--- src/rtl/bitty_pkg.sv ---
// Shared opcode, FSM state and CMP-result encodings for the bitty core and its ALU.
// Any build option (BITTY_SHIFTER_EN) only changes which of these opcodes the ALU accepts.
package bitty_pkg;

  localparam int OP_W = 4;

  typedef enum logic [OP_W-1:0] {
    OP_ADD = 4'd0,
    OP_SUB = 4'd1,
    OP_AND = 4'd2,
    OP_OR  = 4'd3,
    OP_XOR = 4'd4,
    OP_SHL = 4'd5,
    OP_SHR = 4'd6,
    OP_CMP = 4'd7,
    OP_MOV = 4'd8
  } op_e;

  typedef enum logic [1:0] {
    ST_IDLE = 2'd0,
    ST_READ = 2'd1,
    ST_EXEC = 2'd2,
    ST_WB   = 2'd3
  } state_e;

  localparam logic [1:0] CMP_EQ = 2'd0;
  localparam logic [1:0] CMP_LT = 2'd1;
  localparam logic [1:0] CMP_GT = 2'd2;

endpackage

--- src/rtl/bitty_alu_p.sv ---
// Combinational ALU: add/sub/logic/cmp/mov, plus shifts when BITTY_SHIFTER_EN is defined.
// Zero latency, no handshake; unknown or disabled opcodes raise illegal_o with y_o = 0.
module bitty_alu_p
  import bitty_pkg::*;
#(
  parameter int WIDTH = 16
) (
  input  logic [OP_W-1:0]  op_i,
  input  logic [WIDTH-1:0] a_i,
  input  logic [WIDTH-1:0] b_i,
  output logic [WIDTH-1:0] y_o,
  output logic             illegal_o
);

`ifdef BITTY_SHIFTER_EN
  localparam int SW = $clog2(WIDTH);
`endif

  always_comb begin
    y_o       = '0;
    illegal_o = 1'b0;
    case (op_i)
      OP_ADD: y_o = a_i + b_i;
      OP_SUB: y_o = a_i - b_i;
      OP_AND: y_o = a_i & b_i;
      OP_OR:  y_o = a_i | b_i;
      OP_XOR: y_o = a_i ^ b_i;
`ifdef BITTY_SHIFTER_EN
      // Only the low log2(WIDTH) bits of B count as shift amount.
      OP_SHL: y_o = a_i << b_i[SW-1:0];
      OP_SHR: y_o = a_i >> b_i[SW-1:0];
`endif
      OP_CMP: begin
        if (a_i == b_i) begin
          y_o = WIDTH'(CMP_EQ);
        end else if (a_i < b_i) begin
          y_o = WIDTH'(CMP_LT);
        end else begin
          y_o = WIDTH'(CMP_GT);
        end
      end
      OP_MOV: y_o = b_i;
      default: illegal_o = 1'b1;
    endcase
  end

endmodule

--- src/rtl/bitty_core_p.sv ---
// Multi-cycle bitty core: IDLE->READ->EXEC->WB, result/done (or err) in WB, 4 cycles per instruction.
// instr_ready is high only in IDLE; optional shifter controlled by BITTY_SHIFTER_EN.
module bitty_core_p
  import bitty_pkg::*;
#(
  parameter  int WIDTH = 16,
  parameter  int NREGS = 8,
  localparam int RA    = $clog2(NREGS)
) (
  input  logic             clk,
  input  logic             reset_n,
  input  logic             instr_valid,
  output logic             instr_ready,
  input  logic [OP_W-1:0]  instr_op,
  input  logic [RA-1:0]    instr_rx,
  input  logic [RA-1:0]    instr_ry,
  input  logic             instr_use_imm,
  input  logic [WIDTH-1:0] instr_imm,
  output logic [WIDTH-1:0] result,
  output logic             done,
  output logic             err,
  input  logic [RA-1:0]    dbg_addr,
  output logic [WIDTH-1:0] dbg_data
);

  state_e state_q, state_d;

  logic [OP_W-1:0]  op_q;
  logic [RA-1:0]    rx_q, ry_q;
  logic             use_imm_q;
  logic [WIDTH-1:0] imm_q;
  logic [WIDTH-1:0] a_q, b_q;
  logic [WIDTH-1:0] alu_q;
  logic             illegal_q;
  logic [WIDTH-1:0] result_q;
  logic             done_q, err_q;
  logic [WIDTH-1:0] regs_q [NREGS];

  logic [WIDTH-1:0] alu_y;
  logic             alu_illegal;
  logic             hs;

  assign instr_ready = (state_q == ST_IDLE);
  assign hs          = instr_valid & instr_ready;

  always_ff @(posedge clk or negedge reset_n) begin
    if (!reset_n) begin
      state_q <= ST_IDLE;
    end else begin
      state_q <= state_d;
    end
  end

  always_comb begin
    state_d = state_q;
    case (state_q)
      ST_IDLE: if (hs) state_d = ST_READ;
      ST_READ: state_d = ST_EXEC;
      ST_EXEC: state_d = ST_WB;
      ST_WB:   state_d = ST_IDLE;
      default: state_d = ST_IDLE;
    endcase
  end

  bitty_alu_p #(.WIDTH(WIDTH)) u_alu (
    .op_i      (op_q),
    .a_i       (a_q),
    .b_i       (b_q),
    .y_o       (alu_y),
    .illegal_o (alu_illegal)
  );

  // Operands and the ALU result are staged so each state does one thing.
  always_ff @(posedge clk or negedge reset_n) begin
    if (!reset_n) begin
      op_q      <= '0;
      rx_q      <= '0;
      ry_q      <= '0;
      use_imm_q <= 1'b0;
      imm_q     <= '0;
      a_q       <= '0;
      b_q       <= '0;
      alu_q     <= '0;
      illegal_q <= 1'b0;
      result_q  <= '0;
      done_q    <= 1'b0;
      err_q     <= 1'b0;
    end else begin
      done_q <= 1'b0;
      err_q  <= 1'b0;
      if (hs) begin
        op_q      <= instr_op;
        rx_q      <= instr_rx;
        ry_q      <= instr_ry;
        use_imm_q <= instr_use_imm;
        imm_q     <= instr_imm;
      end
      if (state_q == ST_READ) begin
        a_q <= regs_q[rx_q];
        b_q <= use_imm_q ? imm_q : regs_q[ry_q];
      end
      // result/done/err are loaded on entry to WB so they are visible during WB.
      if (state_q == ST_EXEC) begin
        alu_q     <= alu_y;
        illegal_q <= alu_illegal;
        done_q    <= ~alu_illegal;
        err_q     <= alu_illegal;
        if (!alu_illegal) begin
          result_q <= alu_y;
        end
      end
    end
  end

  always_ff @(posedge clk or negedge reset_n) begin
    if (!reset_n) begin
      for (int i = 0; i < NREGS; i++) begin
        regs_q[i] <= '0;
      end
    end else if (state_q == ST_WB && !illegal_q) begin
      regs_q[rx_q] <= alu_q;
    end
  end

  assign result   = result_q;
  assign done     = done_q;
  assign err      = err_q;
  assign dbg_data = regs_q[dbg_addr];

endmodule

--- config.mk ---
export PLATFORM = sky130hd
export DESIGN_NAME = bitty_core_p
export DESIGN_NICKNAME = d
export VERILOG_FILES = /design/src/rtl/bitty_pkg.sv /design/src/rtl/bitty_alu_p.sv /design/src/rtl/bitty_core_p.sv
export SDC_FILE = /design/constraint.sdc
export NUM_CORES = 1
export LEC_CHECK = 0
export BUFFER_PORTS_ARGS = -buffer_cell sky130_fd_sc_hd__buf_2
export CAP_MARGIN = 20
export CORE_MARGIN = 10
export CORE_UTILIZATION = 29
export CTS_CLUSTER_DIAMETER = 100
export DETAILED_ROUTE_END_ITERATION = 8
export GPL_ROUTABILITY_DRIVEN = 1
export SLEW_MARGIN = 20
export SYNTH_ARGS = -nofsm -noshare
export SYNTH_HDL_FRONTEND = slang
export SYNTH_SLANG_ARGS = --single-unit
--- constraint.sdc ---
create_clock -name clk -period 4.5 [get_ports clk]
set_input_delay 0.45 -clock clk [delete_from_list [all_inputs] [get_ports clk]]
set_output_delay 0.45 -clock clk [all_outputs]
set_load 0.05 [all_outputs]
==> summary.txt <==
Layout
  – Layout cell share with drive strength beyond 1: 31.7%
  – NumNets Final: 1,328
  – Fillers: 4,690
  – Synth-to-Final Area Change: 13.3%
  – Highest-count cells in the layout ignoring fill and taps: dfrtp_1, mux2_2, nand2_1
  – Most common cell after layout, fill and taps aside: dfrtp_1

Drt
  – WL met3: 2.94 mm
  – DRT iter0 DRCs: between 900 and 1,000
  – DR vias: ~10,000
  – Routed WL: 42.9 mm
  – Antenna Violating Nets Remaining: 0
  – DR WL/cell: ~23 um
  – Via density: between 5 and 6
  – Metal-1 WL: 17.7 mm
  – DR pass1 iterations: 8
  – Top Layer Used: met4
  – Met2 wire length: ~21 mm
  – Drc violations: 0

Yosys
  – Count of flip-flops with a built-in enable after synthesis: 0
  – Register area share after synthesis: 40.6%
  – Flops & latches, synth: 224
  – Primary FF master, synth: dfrtp_1
  – Post-synthesis async set-or-reset flop share: 100%
  – Unique masters post-synth: 71
  – Average cell area after synthesis: 11.6 um2
  – Post-Synthesis Cells: 1,191
  – Syn. warnings: 0
  – Post-Syn Nets: 1,285
  – Mapped Area: 13,800 um2

Run status
  – Failing checks: negative hold slack
  – Status: finished with violations

CTS
  – Clk root buf: clkbuf_16
  – Clock sink count: ~220
  – Setup Fix Bufs, Post-CTS: 0
  – Insertion delay to the later sink of the worst-skew pair: around 0.55 ns
  – Cts bufs inserted: 26
  – Htree depth: 1
  – Hold bufs inserted after CTS: 0
  – Clk pin slew, worst setup/hold paths: 0.06 ns
  – CTS resizes: 0
  – CTS Buffer Depth: 3
  – CTS tree: done

Setup path
  – CP bufs+invs: 1
  – Startpoint types: flop
  – Setup CP Type: flop to flop
  – Max incr delay on CP: 0.51 ns
  – Crit Path Max Fanout: 10
  – CP arrival: 3.48 ns
  – Max stage delay cell, worst path: ha_1
  – Worst path top cell family by delay: compound AO/OA/AOI/OAI gates
  – CP Cell Sequence: inv_1 -> ha_1 -> nor2b_2 -> or2_0 -> o41a_1 -> a221o_1 -> xnor2_1 -> nor2_1 -> o31ai_2 -> o21ai_1
  – Req. time, crit path: 4.92 ns
  – Setup crit end kind: flop

GRT
  – Vias in the first global route: 10,600
  – Total track usage: 14.8%
  – Congestion Overflow GR: 0
  – Largest net degree at the start of global routing: 113
  – First-pass GRT wire length: 65.9 mm
  – Antenna violations before repair: 1

Die
  – Initial Utilization: 29.5%
  – Die width: 238 um
  – Die footprint: 56,800 um2
  – Die Height: 238 um
  – Boundary pin count: 68
  – CORE AREA: 46,900 um2
  – Row cnt: 79

Timing
  – Setup TNS: 0 ns
  – Min Tclk post-route: 3.06 ns
  – Count of final setup violators: 0
  – Final Max Tran Viols: 0
  – Rel. slew slack: a little under a third
  – Top achievable clock speed: 327 MHz
  – Hold Vio Cnt, Final: 43
  – Final period util: 68.0%
  – RSZ-0062 raised after global routing: no
  – Actual slew at the worst max-slew pin: 1.04 ns
  – Final setup skew: 0.0145 ns
  – Worst hold slack: -0.0419 ns

Pwr
  – Maximum vdd ir drop: 0.289 mV
  – Cell Pwr Density: 783 nW/um2
  – Leak: around 7 nW
  – Total Power Consumption: 12.3 mW

Placement
  – Port bufs: 67
  – Dpl hpwl: 30.1 mm
  – RePlAce Congestion: approximately 0.9

Flow run
  – Max cap viols: 0

Hold path
  – Worst Hold Class: input pin to asynchronous set/reset pin
==> path summary, 6_finish.rpt <==
check	from	end	slack [ns]	cells after the start
max	b_q[6]	alu_q[13]	1.44	10
min	reset_n	result[2]	-0.04	1
max reg2reg	b_q[6]	alu_q[13]	1.44	10
min reg2reg	result[4]	result[4]	0.47	2
max in group asynchronous	reset_n	regs_q[35]	3.40	2
min in group clk	instr_imm[12]	imm_q[12]	0.13	2
==> synthesized netlist by cell type, types with 3 or more instances <==
library cell  number  area share, %
a211oi_1           9           0.49
and2_1             3           0.14
o21ai_0           84            3.0
nand3_1           13           0.47
nor2_1            64            1.7
a211o_1            3           0.19
a21o_1            15           0.82
and3_1             5           0.23
nand3b_1           3           0.16
a22o_1             3           0.19
a221oi_1           5           0.32
buf_2             18           0.65
buf_1             16           0.43
nor3_1             8           0.29
xnor2_1            5           0.32
o21bai_1           6           0.33
o22ai_1            4           0.18
or3_1              4           0.18
o31a_1             3           0.19
a221o_1            7           0.51
nand2_1           97            2.6
a32oi_1            3           0.19
mux2_2           149             12
inv_1             57            1.5
a31oi_1            3           0.14
mux2i_1           36            2.6
o2111ai_1          3           0.19
o211ai_1           4           0.22
a22oi_1            5           0.27
mux4_2            96             16
clkbuf_1          46            1.2
nor2b_1            3           0.14
nand2b_1           4           0.18
dfrtp_1          224             41
o21ai_1            5           0.18
a21oi_1           63            2.3
o31ai_1            7           0.38
nor4_1             5           0.23
ha_1              59            5.3
nand4_1            3           0.14
==> where the power goes <==
part           internal [mW]  leakage, nW  switching, mW
Combinational           2.66         3.66           3.61
Clock                   1.23        0.408          0.872
Sequential              2.82         2.93           1.06
Total                   6.71         7.00           5.55
==> per-layer routing <==
metal	track usage, %	vias up
met2	25.0	466
met4	5.40	0
li1	-	4509
met3	2.06	98
met5	0	-
met1	19.1	5241
==> metrics by stage <==
| step | cells | area [um2] | hold WS, ns | util, % | setup slack (ns) |
|---|---|---|---|---|---|
| after CTS | 1858 | 15700 | 0.00497 | 33.4 | 1.47 |
| after floorplan | 1191 | 13800 | 0.154 | - | 1.92 |
| final | 1859 | 15700 | -0.0419 | 33.4 | 1.44 |
| after detailed placement | 1813 | 14800 | 0.461 | 31.6 | 1.46 |
| after global placement | 1812 | 14800 | 0.457 | 31.6 | 1.46 |
| after global routing | 1858 | 15700 | 0.0336 | 33.4 | 1.24 |
==> cell type report <==
class	count	area, um2	share of cell area (%)
well taps	607	759	4.85
repair buffers	97	574	3.67
inverters	59	221	1.41
clock inverters	9	85.1	0.543
flip-flops and latches	224	5610	35.8
multi-input cells	826	7650	48.8
clock buffers	36	759	4.85
diodes	1	2.50	0.0160
==> cells by family after synthesis <==
family | synth area share, %
flops | 40.6
simple gates | 7.21
compound gates | 11.7
xor+xnor | 0.380
buf+inv | 4.08
fa+ha+maj | 5.63
mux | 30.4
==> sequential cells by signal, summed over array words and instances, names as in the netlist <==
register	flops
a_q	16
alu_q	16
b_q	16
done	1
err	1
illegal_q	1
imm_q	16
op_q	4
regs_q	128
result	16
rx_q	3
ry_q	3
state_q	2
use_imm_q	1
Power figures use the tool's default switching activity.
